==> config.mk <==
export PLATFORM = sky130hd
export DESIGN_NAME = pipe_chain_flat
export DESIGN_NICKNAME = d
export VERILOG_FILES = /design/src/rtl/pipe_chain_if.sv /design/src/rtl/pipe_chain.sv /design/src/flat_wrapper.sv
export SDC_FILE = /design/constraint.sdc
export NUM_CORES = 1
export LEC_CHECK = 0
export CORE_UTILIZATION = 39
export DETAILED_ROUTE_END_ITERATION = 10
export PLACE_DENSITY = 0.8
export SLEW_MARGIN = 20
export SYNTH_ARGS = -nofsm -noshare
export SYNTH_HDL_FRONTEND = slang
export SYNTH_SLANG_ARGS = --single-unit
==> constraint.sdc <==
create_clock -name clock_i -period 3.1 [get_ports clock_i]
set_clock_uncertainty 0.2 [all_clocks]
set_input_delay 0.93 -clock clock_i [delete_from_list [all_inputs] [get_ports clock_i]]
set_output_delay 0.93 -clock clock_i [all_outputs]
set_load 0.03 [all_outputs]
==> src/rtl/pipe_chain_if.sv <==
// pipe_chain_if: upstream/downstream handshake bundle for pipe_chain.
// The master side drives the entry (in_valid/in_data) and observes the chain
// tail; the slave side is the chain itself.
interface pipe_chain_if #(
  parameter int WIDTH = 32
);
  logic             in_valid;
  logic [WIDTH-1:0] in_data;
  logic             in_ready;
  logic             out_valid;
  logic [WIDTH-1:0] out_data;

  modport master (
    output in_valid, in_data,
    input  in_ready, out_valid, out_data
  );

  modport slave (
    input  in_valid, in_data,
    output in_ready, out_valid, out_data
  );
endinterface

==> src/rtl/pipe_chain.sv <==
// pipe_chain: DEPTH-stage payload register chain with per-stage valid,
// stall at a selectable stage (bubble inserted just below it), per-stage
// flush and a registered occupancy count.
// Optional feature macro: PIPE_CHAIN_PERF_EN builds the retired/bubble
// performance counters; without it both perf ports are tied to 0.
module pipe_chain #(
  parameter  int WIDTH = 32,
  parameter  int DEPTH = 4,
  localparam int SW    = $clog2(DEPTH)
) (
  input  logic                   clock_i,
  input  logic                   reset_i,
  pipe_chain_if.slave            bus,
  input  logic                   stall_req_i,
  input  logic [SW-1:0]          stall_stage_i,
  input  logic [DEPTH-1:0]       flush_mask_i,
  output logic [DEPTH-1:0]       stage_valid_o,
  output logic [DEPTH*WIDTH-1:0] stage_data_o,
  output logic [SW:0]            occupancy_o,
  output logic [31:0]            perf_retired_o,
  output logic [31:0]            perf_bubbles_o
);

  // Stall stage widened so the compares below never wrap; values beyond
  // DEPTH-1 simply hold every stage and leave no stage to bubble.
  logic [31:0] stall_stage_w;
  assign stall_stage_w = 32'(stall_stage_i);

  logic [DEPTH-1:0] valid_q, valid_d, src_valid;
  logic [WIDTH-1:0] data_q   [DEPTH];
  logic [WIDTH-1:0] data_d   [DEPTH];
  logic [WIDTH-1:0] src_data [DEPTH];
  logic [SW:0]      occ_q, occ_d;

  assign src_valid = {valid_q[DEPTH-2:0], bus.in_valid};

  // Source of each stage: the input port for stage 0, the previous stage otherwise.
  always_comb begin
    src_data[0] = bus.in_data;
    for (int i = 1; i < DEPTH; i++) begin
      src_data[i] = data_q[i-1];
    end
  end

  // Next state per stage: flush > hold > bubble > load; invalid stages carry zero data.
  always_comb begin
    occ_d = '0;
    for (int i = 0; i < DEPTH; i++) begin
      valid_d[i] = 1'b0;
      data_d[i]  = '0;
      if (!flush_mask_i[i]) begin
        if (stall_req_i && (32'(i) <= stall_stage_w)) begin
          valid_d[i] = valid_q[i];
          data_d[i]  = data_q[i];
        end else if (!(stall_req_i && (32'(i) == stall_stage_w + 32'd1)) && src_valid[i]) begin
          valid_d[i] = 1'b1;
          data_d[i]  = src_data[i];
        end
      end
      occ_d = occ_d + (SW+1)'(valid_d[i]);
    end
  end

  // Stage registers and occupancy, cleared by synchronous reset.
  always_ff @(posedge clock_i) begin
    if (reset_i) begin
      valid_q <= '0;
      occ_q   <= '0;
      for (int i = 0; i < DEPTH; i++) begin
        data_q[i] <= '0;
      end
    end else begin
      valid_q <= valid_d;
      occ_q   <= occ_d;
      for (int i = 0; i < DEPTH; i++) begin
        data_q[i] <= data_d[i];
      end
    end
  end

  for (genvar g = 0; g < DEPTH; g++) begin : g_stage_out
    assign stage_data_o[g*WIDTH +: WIDTH] = data_q[g];
  end

  assign stage_valid_o = valid_q;
  assign occupancy_o   = occ_q;
  assign bus.in_ready  = !stall_req_i;
  assign bus.out_valid = valid_q[DEPTH-1];
  assign bus.out_data  = data_q[DEPTH-1];

`ifdef PIPE_CHAIN_PERF_EN
  logic        bubble_fire;
  logic [31:0] retired_q, retired_d;
  logic [31:0] bubbles_q, bubbles_d;

  // A bubble counts only when the stage below the stall is not being flushed.
  always_comb begin
    bubble_fire = 1'b0;
    for (int i = 1; i < DEPTH; i++) begin
      if (stall_req_i && !flush_mask_i[i] && (32'(i) == stall_stage_w + 32'd1)) begin
        bubble_fire = 1'b1;
      end
    end
    retired_d = retired_q + 32'(valid_q[DEPTH-1]);
    bubbles_d = bubbles_q + 32'(bubble_fire);
  end

  // Free-running wrap-around performance counters.
  always_ff @(posedge clock_i) begin
    if (reset_i) begin
      retired_q <= '0;
      bubbles_q <= '0;
    end else begin
      retired_q <= retired_d;
      bubbles_q <= bubbles_d;
    end
  end

  assign perf_retired_o = retired_q;
  assign perf_bubbles_o = bubbles_q;
`else
  assign perf_retired_o = 32'd0;
  assign perf_bubbles_o = 32'd0;
`endif

endmodule

==> src/flat_wrapper.sv <==
// flat-port wrapper written by rule: the top's interface ports become plain ports
module pipe_chain_flat 
#(
  parameter  int WIDTH = 32,
  parameter  int DEPTH = 4,
  localparam int SW    = $clog2(DEPTH)
)
  (clock_i, reset_i, stall_req_i, stall_stage_i, flush_mask_i, stage_valid_o, stage_data_o, occupancy_o, perf_retired_o, perf_bubbles_o, bus_in_valid, bus_in_data, bus_in_ready, bus_out_valid, bus_out_data);
  pipe_chain_if #(.WIDTH(WIDTH)) bus_i ();
  input  logic clock_i;
  input  logic reset_i;
  input  logic stall_req_i;
  input  logic [SW-1:0] stall_stage_i;
  input  logic [DEPTH-1:0] flush_mask_i;
  output logic [DEPTH-1:0] stage_valid_o;
  output logic [DEPTH*WIDTH-1:0] stage_data_o;
  output logic [SW:0] occupancy_o;
  output logic [31:0] perf_retired_o;
  output logic [31:0] perf_bubbles_o;
  input wire logic [$bits(bus_i.in_valid)-1:0] bus_in_valid;
  input wire logic [$bits(bus_i.in_data)-1:0] bus_in_data;
  output wire logic [$bits(bus_i.in_ready)-1:0] bus_in_ready;
  output wire logic [$bits(bus_i.out_valid)-1:0] bus_out_valid;
  output wire logic [$bits(bus_i.out_data)-1:0] bus_out_data;
  assign bus_i.in_valid = bus_in_valid;
  assign bus_i.in_data = bus_in_data;
  assign bus_in_ready = bus_i.in_ready;
  assign bus_out_valid = bus_i.out_valid;
  assign bus_out_data = bus_i.out_data;
  pipe_chain #(.WIDTH(WIDTH), .DEPTH(DEPTH)) u_core (.clock_i(clock_i), .reset_i(reset_i), .bus(bus_i), .stall_req_i(stall_req_i), .stall_stage_i(stall_stage_i), .flush_mask_i(flush_mask_i), .stage_valid_o(stage_valid_o), .stage_data_o(stage_data_o), .occupancy_o(occupancy_o), .perf_retired_o(perf_retired_o), .perf_bubbles_o(perf_bubbles_o));
endmodule
## After elaboration in Yosys (flattened, before gate mapping)

Memory sizes are Yosys's and may differ from the RTL's.
Index checks and enable logic that the tools add are counted.

| storage, ports and cells | value |
|---|---|
| bits in writable memories | 128 |
| output and inout port bits | 233 |
| memories | 1 |
| bits of input ports | 42 |
| register bits after elaboration | 7 |
| word-level logic and storage cells | 67 |

| cells by class | value |
|---|---|
| reduce and logical (&&, ||, !) cells | 18 |
| $add $sub $neg | 4 |
| equal/unequal tests | 3 |
| bitwise operators | 4 |
| multiplexer cells | 31 |
| order comparisons | 4 |

Memories:

| memory | words | width | read ports | clocked after memory_dff | wr ports | RTL line | RTL |
|---|---|---|---|---|---|---|---|
| u_core.data_q | 4 | 32 | 4 | 0 | 4 | pipe_chain.sv:30 | `logic [WIDTH-1:0] data_q [DEPTH];` |

Operator list:

| cell | number |
|---|---|
| 2-to-1 mux 32 bit | 16 |
| == test 2 x 32 -> 1 bit, first input constant | 2 |
| == test 1 x 32 -> 1 bit, first input constant | 1 |
| logical NOT 32 bit | 1 |
| 2-to-1 mux 1 bit | 15 |
| logical AND 1 bit | 12 |
| adder 3 x 1 -> 3 bit | 2 |
| logical NOT 1 bit | 5 |
| less-or-equal comparator 1 x 2 -> 1 bit, first input constant | 2 |
| less-or-equal comparator 2 bit, first input constant | 2 |
| bitwise OR 1 bit | 4 |
| adder 2 x 1 -> 3 bit, second input constant | 1 |
| adder 1 x 1 -> 2 bit | 1 |

## Longest topological paths before layout

Gate-level depths: netlist of run 1.

| depth | value |
|---|---|
| word-level depth | 11 |
| gate-level depth with buffers | 8 |
| gate-level depth less buffers | 7 |

## Worst setup path after synthesis of run 1

OpenSTA, ideal clock, no wires.

| timing path | value |
|---|---|
| path kind | in2reg |
| from | in stall_stage_i[1] |
| to | reg u_core.occ_q[1] (netlist: u_core.occupancy_o[1]) |
| data required time | 2.784 ns |
| buffers on the path | 0 |
| path slack | 0.391 ns |
| setup time | 0.116 ns |
| stages | 7 |
| data arrival time | 2.393 ns |
| cell sequence | o21a_1 a21oi_1 nor2_1 ha_1 fa_1 ha_1 nor2b_1 |

| on the way | value |
|---|---|
| word-level cells in the longest chain between the ends | 11 |
| elaborated cells on any way between the ends | 40 |
| classes of those cells | 4 x add/sub; 4 x order compare; 3 x eq/ne; 12 x mux; 17 x reduce/logical |

Ends and longest elaborated chain:

| what | RTL line | RTL |
|---|---|---|
| start: declaration | flat_wrapper.sv:13 | `input logic [SW-1:0] stall_stage_i;` |
| adder 2 x 1 -> 3 bit | pipe_chain.sv:55 | `end else if (!(stall_req_i && (32'(i) == stall_stage_w + 32'd1)) && src_valid[i]) begin` |
| == test 1 x 32 -> 1 bit | pipe_chain.sv:55 |  |
| logical AND 1 bit | pipe_chain.sv:55 |  |
| logical NOT 1 bit | pipe_chain.sv:55 |  |
| logical AND 1 bit | pipe_chain.sv:55 |  |
| 2-to-1 mux 1 bit | pipe_chain.sv:55 |  |
| 2-to-1 mux 1 bit * | pipe_chain.sv:52 | `if (stall_req_i && (32'(i) <= stall_stage_w)) begin` |
| 2-to-1 mux 1 bit * | pipe_chain.sv:51 | `if (!flush_mask_i[i]) begin` |
| named net u_core.valid_d[1] | pipe_chain.sv:29 | `logic [DEPTH-1:0] valid_q, valid_d, src_valid;` |
| adder 1 x 1 -> 2 bit * | pipe_chain.sv:60 | `occ_d = occ_d + (SW+1)'(valid_d[i]);` |
| adder 3 x 1 -> 3 bit * (2 in a row) | pipe_chain.sv:60 |  |
| named net u_core.occ_d[1] | pipe_chain.sv:33 | `logic [SW:0] occ_q, occ_d;` |
| end signal: assignment | pipe_chain.sv:68 | `occ_q <= '0;` |
| end signal: assignment | pipe_chain.sv:74 | `occ_q <= occ_d;` |
| end: declaration | pipe_chain.sv:33 |  |

Mark *: on every way through the listed nets, which the timed path passes. The rest lies on a longest branch.
A chain may end at the register's enable or synchronous reset.

## Worst setup path after layout of run 1

| timing path | value |
|---|---|
| from | in stall_req_i |
| to | out bus_in_ready |

| on the way | value |
|---|---|
| word-level cells in the longest chain between the ends | 1 |

Ends and longest elaborated chain:

| what | RTL line | RTL |
|---|---|---|
| start: declaration | flat_wrapper.sv:12 | `input logic stall_req_i;` |
| logical NOT 1 bit | pipe_chain.sv:87 | `assign bus.in_ready = !stall_req_i;` |
| end: declaration | flat_wrapper.sv:22 | `output wire logic [$bits(bus_i.in_ready)-1:0] bus_in_ready;` |

Every way passes these cells.

==> impl_results.md, run 1 <==
- CTS Sinks: 135
- Hold wc startpoint: u_core.data_q[0][103]
- Fraction of layout cells with a size suffix above 1: 8.88%
- Clk pwr share: 50.3%
- Inst Count DP: 793
- DR iter-0 viols: 236
- Max Slew Vio Count: 0
- Antenna-violating nets left: 0
- Synthesized area: 5060 sq um
- Yosys warning count: 0
- Layout Nets: 685
- Startpoint types: input pin
- Tcrit/Tclk final: 95.1%
- Via/cell ratio: 4.99
- Synth top area cells: dfxtp_1, a22o_1, buf_4
- Chip Height: 116 microns
- Reg2reg setup slack: 0.94 ns
- Fmax: 339 MHz
- Final wirelength: 14100 microns
- Max Cap Viol: 0
- Power per cell area: 546 nW/um^2
- Post-layout min period: 2.95 ns
- Ant. Diodes: 0
- Hold Path Stages: 1
- # Post-CTS Setup Buffers: 0
- Net Switching: 979 uW
- Worst-Margin Slew: 0.707 ns
- Clock transition at path regs: 0.06 ns
- Top cell type by total area after synthesis: dfxtp_1
- Synth Area per Inst: 11.0 sq um
- First-pass GRT wire length: 20800 microns
- Number of core rows: 41
- Antenna violations before repair: 0
- Worst EP required: 1.97 ns
- FF-to-FF Start: u_core.stage_valid_o[0]
- P_leak: 2.92 nW
- Root Driver: clkbuf_16
- Drt wl/cell: 17.0 microns
- # IOs: 275
- Vias in the first global route: 3869
- Post-CTS resize count: 0
- Total GRT Usage: 20.9%
- Post-DP HPWL: 10300 microns
- Number of H-tree levels: 4
- Crit Path Class: in -> out
- Die area: 13400 sq um
- # setup viols final: 0
- Distinct cells, synth: 26
- R2r endpoint: u_core.occupancy_o[1]
- Seq cells post-synth: 135
- Overall Power: 4.10 mW
- Hold EP: u_core.data_q[0][103]
- Placer Congestion: 0.825
- Worst-Skew Late Latency: 0.41 ns
- Net Sw Frac: 23.9%
- Syn Inst Count: 459
- Critical Path End Type: output pin
- Worst Hold Class: reg -> reg
- CTS buffer count: 17
- CTS Buffer Depth: 2
- DRC violations left: 0
- Seq/Total Area, Yosys: 53.4%
- 1st-pass router iterations: 4
- Status: finished, final reports clean
- Fin. Hold Viols: 0
- Core area: 12600 sq um
- RSZ-0062 raised after global routing: false
- Number of cells on the worst reg-to-reg path: 7
- Asr flop ratio synth: 0%
- Vias: 4114
- Combinational share of power: 7.0%
- Max VDD drop: 0.000254 V
- P&R area growth vs syn: 48.6%
- WP data arrival: 1.82 ns
- Die width: 116 microns
- CTS Hold Bufs: 0
- Initial cell density of the core: 40.1%
- Setup TNS: 0 ns
- Largest net degree at the start of global routing: 34
- Post-synth EDFFs: 0
- Max_slew headroom: 52.9%
- Grt ovf: 0
- Part of the power in registers: 42.7%
- Post-synth top area share: 53.4%
- Crit path max fanout: 7
- Top_reg_cell synth: dfxtp_1
- Fin cells: 825
- CTS tree: done
- IO Port Bufs: 210
- P_int: 3.12 mW
==> worst max-delay path, cell delays in order <==
cell and delay (ns):
buf_2 0.16, inv_1 0.07, clkdlybuf4s50_1 0.66
==> power groups by stage <==
stage	Sequential, mW	Combinational, mW	Clock (mW)
after global routing	1.75	0.299	2.17
after floorplan	1.81	0.220	0
final	1.75	0.285	2.06
after global placement	1.79	0.279	0
after CTS	1.75	0.284	2.08
after detailed placement	1.79	0.283	0
==> flip-flops by register name, summed over array words and instances, names as in the netlist <==
| name | cells |
|---|---|
| u_core.stage_valid_o | 4 |
| u_core.occupancy_o | 3 |
| u_core.data_q | 128 |
==> how the worst max path moves through the flow <==
stage,to,cells after the start,slack (ns),startpoint
3_5_place_dp,u_core.occupancy_o[1],8,-0.18,stall_stage_i[0]
3_3_place_gp,u_core.occupancy_o[1],8,-0.09,stall_stage_i[1]
4_1_cts,bus_in_ready,3,0.13,stall_req_i
5_1_grt,bus_in_ready,3,0.11,stall_req_i
2_1_floorplan,u_core.occupancy_o[1],7,0.39,stall_stage_i[1]
6_report,bus_in_ready,3,0.15,stall_req_i
==> layer usage <==
metal / GRT usage, % / up-vias / part of all wire, %
li1: - / 1859 / -
met5: 0 / - / 0
met3: 5.23 / 26 / 7.1
met1: 22.5 / 2004 / 39
met2: 37.2 / 225 / 52
met4: 11.7 / 0 / 2.6
==> cell usage after synthesis (2+ instances only) <==
| library cell | number |
|---|---|
| buf_6 | 3 |
| nor2_1 | 38 |
| buf_2 | 9 |
| a21oi_1 | 3 |
| a22o_1 | 96 |
| nor3_2 | 2 |
| nor3_1 | 2 |
| a22oi_1 | 32 |
| buf_4 | 102 |
| nor2b_1 | 5 |
| dfxtp_1 | 135 |
| clkbuf_1 | 16 |
| and4_1 | 2 |
| ha_1 | 2 |
==> cells by family after synthesis <==
group	after synthesis	synth area share [%]
other	1	0.0741
AND/OR/NAND/NOR	54	5.42
AO/OA/AOI/OAI	135	22.2
flip-flops	135	53.4
buffers and inverters	131	18.0
adder cells (fa/ha/maj)	3	0.890
==> metrics by stage <==
step                hold slack, ns  util (%)  setup WS (ns)  instance area [sq um]
floorplan                    0.452         -          0.391                   5300
global placement             0.278      54.7        -0.0941                   6900
detailed placement           0.285      54.7         -0.181                   6900
CTS                          0.299      59.6          0.135                   7520
global route                 0.320      59.6          0.114                   7520
finish                       0.294      59.6          0.151                   7520
==> layout make-up <==
cell class,count,area [sq um]
fillers,1047,5100
flip-flops and latches,135,2700
repair buffers,229,2280
multi-input cells,256,1710
clock buffers,18,439
well taps,172,215
clock inverters,14,173
inverters,1,3.75
==> cells in the final DEF (no fill, tap or decap), types with 2 or more instances in the layout <==
| cell | Yosys | layout |
|---|---|---|
| clkdlybuf4s50_1 | 0 | 209 |
| dfxtp_1 | 135 | 135 |
| a22o_1 | 96 | 96 |
| conb_1 | 1 | 64 |
| nor2_1 | 38 | 38 |
| a22oi_1 | 32 | 32 |
| clkbuf_16 | 0 | 17 |
| buf_4 | 102 | 16 |
| nor2b_1 | 5 | 4 |
| clkinv_4 | 0 | 4 |
| a21oi_1 | 3 | 3 |
| clkinv_2 | 0 | 3 |
| bufinv_16 | 0 | 3 |
| buf_12 | 0 | 3 |
| and4_1 | 2 | 2 |
| nor3_4 | 0 | 2 |
| nor3_1 | 2 | 2 |
| ha_1 | 2 | 2 |
| clkinvlp_4 | 0 | 2 |
| inv_6 | 0 | 2 |
Power figures use the tool's default switching activity.
==> run 2, diff against run 1 <==
--- a/config.mk
+++ b/config.mk
@@ -5,9 +5,9 @@
 export SDC_FILE = /design/constraint.sdc
 export NUM_CORES = 1
 export LEC_CHECK = 0
-export CORE_UTILIZATION = 39
+export CORE_UTILIZATION = 42
 export DETAILED_ROUTE_END_ITERATION = 10
-export PLACE_DENSITY = 0.8
+export PLACE_DENSITY = 0.86
 export SLEW_MARGIN = 20
 export SYNTH_ARGS = -nofsm -noshare
 export SYNTH_HDL_FRONTEND = slang
==> constraint.sdc (replaced) <==
create_clock -name clock_i -period 3.6 [get_ports clock_i]
set_clock_uncertainty 0.2 [all_clocks]
set_input_delay 1.08 -clock clock_i [delete_from_list [all_inputs] [get_ports clock_i]]
set_output_delay 1.08 -clock clock_i [all_outputs]
set_load 0.03 [all_outputs]
==> impl_results.md, run 2 (synthesis gave the netlist of run 1 again) <==
- Status: finished, violations left
- Violated checks: design-rule violations
- RSZ-0062 raised after global routing: false
- Reg with most FFs: u_core.data_q
- Number of core rows: 39
- Die width: 112 microns
- Largest net degree at the start of global routing: 34
- Via/cell ratio: 5.14
- Drt wl/cell: 17.0 microns
- Critical Path End Type: output pin
- Max VDD drop: 0.000271 V
- CTS Sinks: 135
- CTS buffer count: 17
- Number of H-tree levels: 4
- Largest register FFs: 128
- Post-layout min period: 3.22 ns
- CTS Hold Bufs: 0
- DRC violations left: 16
- Worst-Margin Slew: 0.668 ns
- Fin. Hold Viols: 0
- Number of cells on the worst reg-to-reg path: 7
- Placer Congestion: 0.823
- Commonest non-fill, non-tap cell in the layout: clkdlybuf4s50_1
- # IOs: 275
- Crit Path Class: in -> out
- Overall Power: 3.45 mW
- CTS Buffer Depth: 2
- Combinational share of power: 6.9%
- Fin cells: 790
- Max Slew Vio Count: 0
- Initial cell density of the core: 43.7%
- Fraction of layout cells with a size suffix above 1: 7.73%
- Max Cap Viol: 0
- DR iter-0 viols: 238
- IO Port Bufs: 210
- Clk pwr share: 49.4%
- # setup viols final: 0
- Vias in the first global route: 3794
- Part of the power in registers: 43.7%
- Ant. Diodes: 0
- Total GRT Usage: 21.5%
- Net Sw Frac: 22.4%
- Setup TNS: 0 ns
- Max_slew headroom: 55.5%
- Net Switching: 772 uW
- Crit path max fanout: 3
- Startpoint types: input pin
- # Post-CTS Setup Buffers: 0
- Final wirelength: 13400 microns
- Layout Nets: 680
- Antenna violations before repair: 0
- 1st-pass router iterations: 8
- Tcrit/Tclk final: 89.4%
- Hold Path Stages: 1
- Worst EP required: 2.32 ns
- Worst Hold Class: reg -> reg
- Antenna-violating nets left: 0
- Grt ovf: 0
- WP data arrival: 1.94 ns
- Post-DP HPWL: 10100 microns
- Chip Height: 112 microns
- First-pass GRT wire length: 20600 microns
- Die area: 12500 sq um
- Core area: 11600 sq um
- Vias: 4061
- Inst Count DP: 759
- Post-CTS resize count: 0
- Fmax: 311 MHz
- Commonest non-fill, non-tap cells in the layout: clkdlybuf4s50_1, dfxtp_1, a22o_1
- P&R area growth vs syn: 46.0%
- Worst-Skew Late Latency: 0.41 ns
- CTS tree: done
- P_leak: 2.89 nW
- Root Driver: clkbuf_16
- Power per cell area: 467 nW/um^2
- Clock transition at path regs: 0.05 ns
- P_int: 2.68 mW
## run 2: cell types whose count changed in the layout (fill, tap and decap cells not counted), sizes merged
| cell | delta |
|---|---|
| inv | -1 |
| clkbuf | +6 |
| clkinv | -4 |
| buf | -5 |
| bufinv | -1 |
| clkinvlp | -1 |
## run 2: per-stage QoR
stage / worst slack [ns] / cell area [sq um] / utilization [%] / hold slack (ns)
after floorplan: 0.643 / 5300 / - / 0.452
after global placement: 0.150 / 6790 / 58.7 / 0.277
after detailed placement: 0.151 / 6790 / 58.7 / 0.286
after CTS: 0.364 / 7390 / 63.9 / 0.298
after global routing: 0.362 / 7390 / 63.9 / 0.314
final: 0.380 / 7390 / 63.9 / 0.294
## run 2: worst max-delay path, stage by stage
cell,delay [ns]
buf_2,0.13
inv_1,0.06
clkdlybuf4s50_1,0.66
## run 2: final cells by class
cell class	instances	area (sq um)
Clock inverter	7	91.3
Inverter	1	3.75
Fill cell	914	4180
Clock buffer	24	502
Multi-Input combinational cell	256	1710
Tap cell	143	179
Sequential cell	135	2700
Timing Repair Buffer	224	2200
## run 2: path summary, 6_finish.rpt
kind	from	endpoint	slack, ns
worst max-delay path	stall_req_i	bus_in_ready	0.38
worst max register to register	u_core.stage_valid_o[0]	u_core.occupancy_o[1]	1.52
worst min-delay path	u_core.data_q[0][115]	u_core.data_q[0][115]	0.29
worst min register to register	u_core.data_q[0][115]	u_core.data_q[0][115]	0.29
## run 2: layer usage
layer,vias up,track usage [%],share of wire (%)
met5,-,0,0
met4,0,12.0,3.4
met3,38,6.31,8.4
met2,239,38.4,51
met1,1932,22.5,37
li1,1852,-,-
## run 2: power groups by stage
stage          clock (mW)  sequential [mW]  combinational, mW
4_1_cts              1.73             1.51              0.236
3_5_place_dp            0             1.54              0.235
3_3_place_gp            0             1.54              0.232
2_1_floorplan           0             1.56              0.190
6_report             1.71             1.51              0.237
5_1_grt              1.80             1.51              0.250
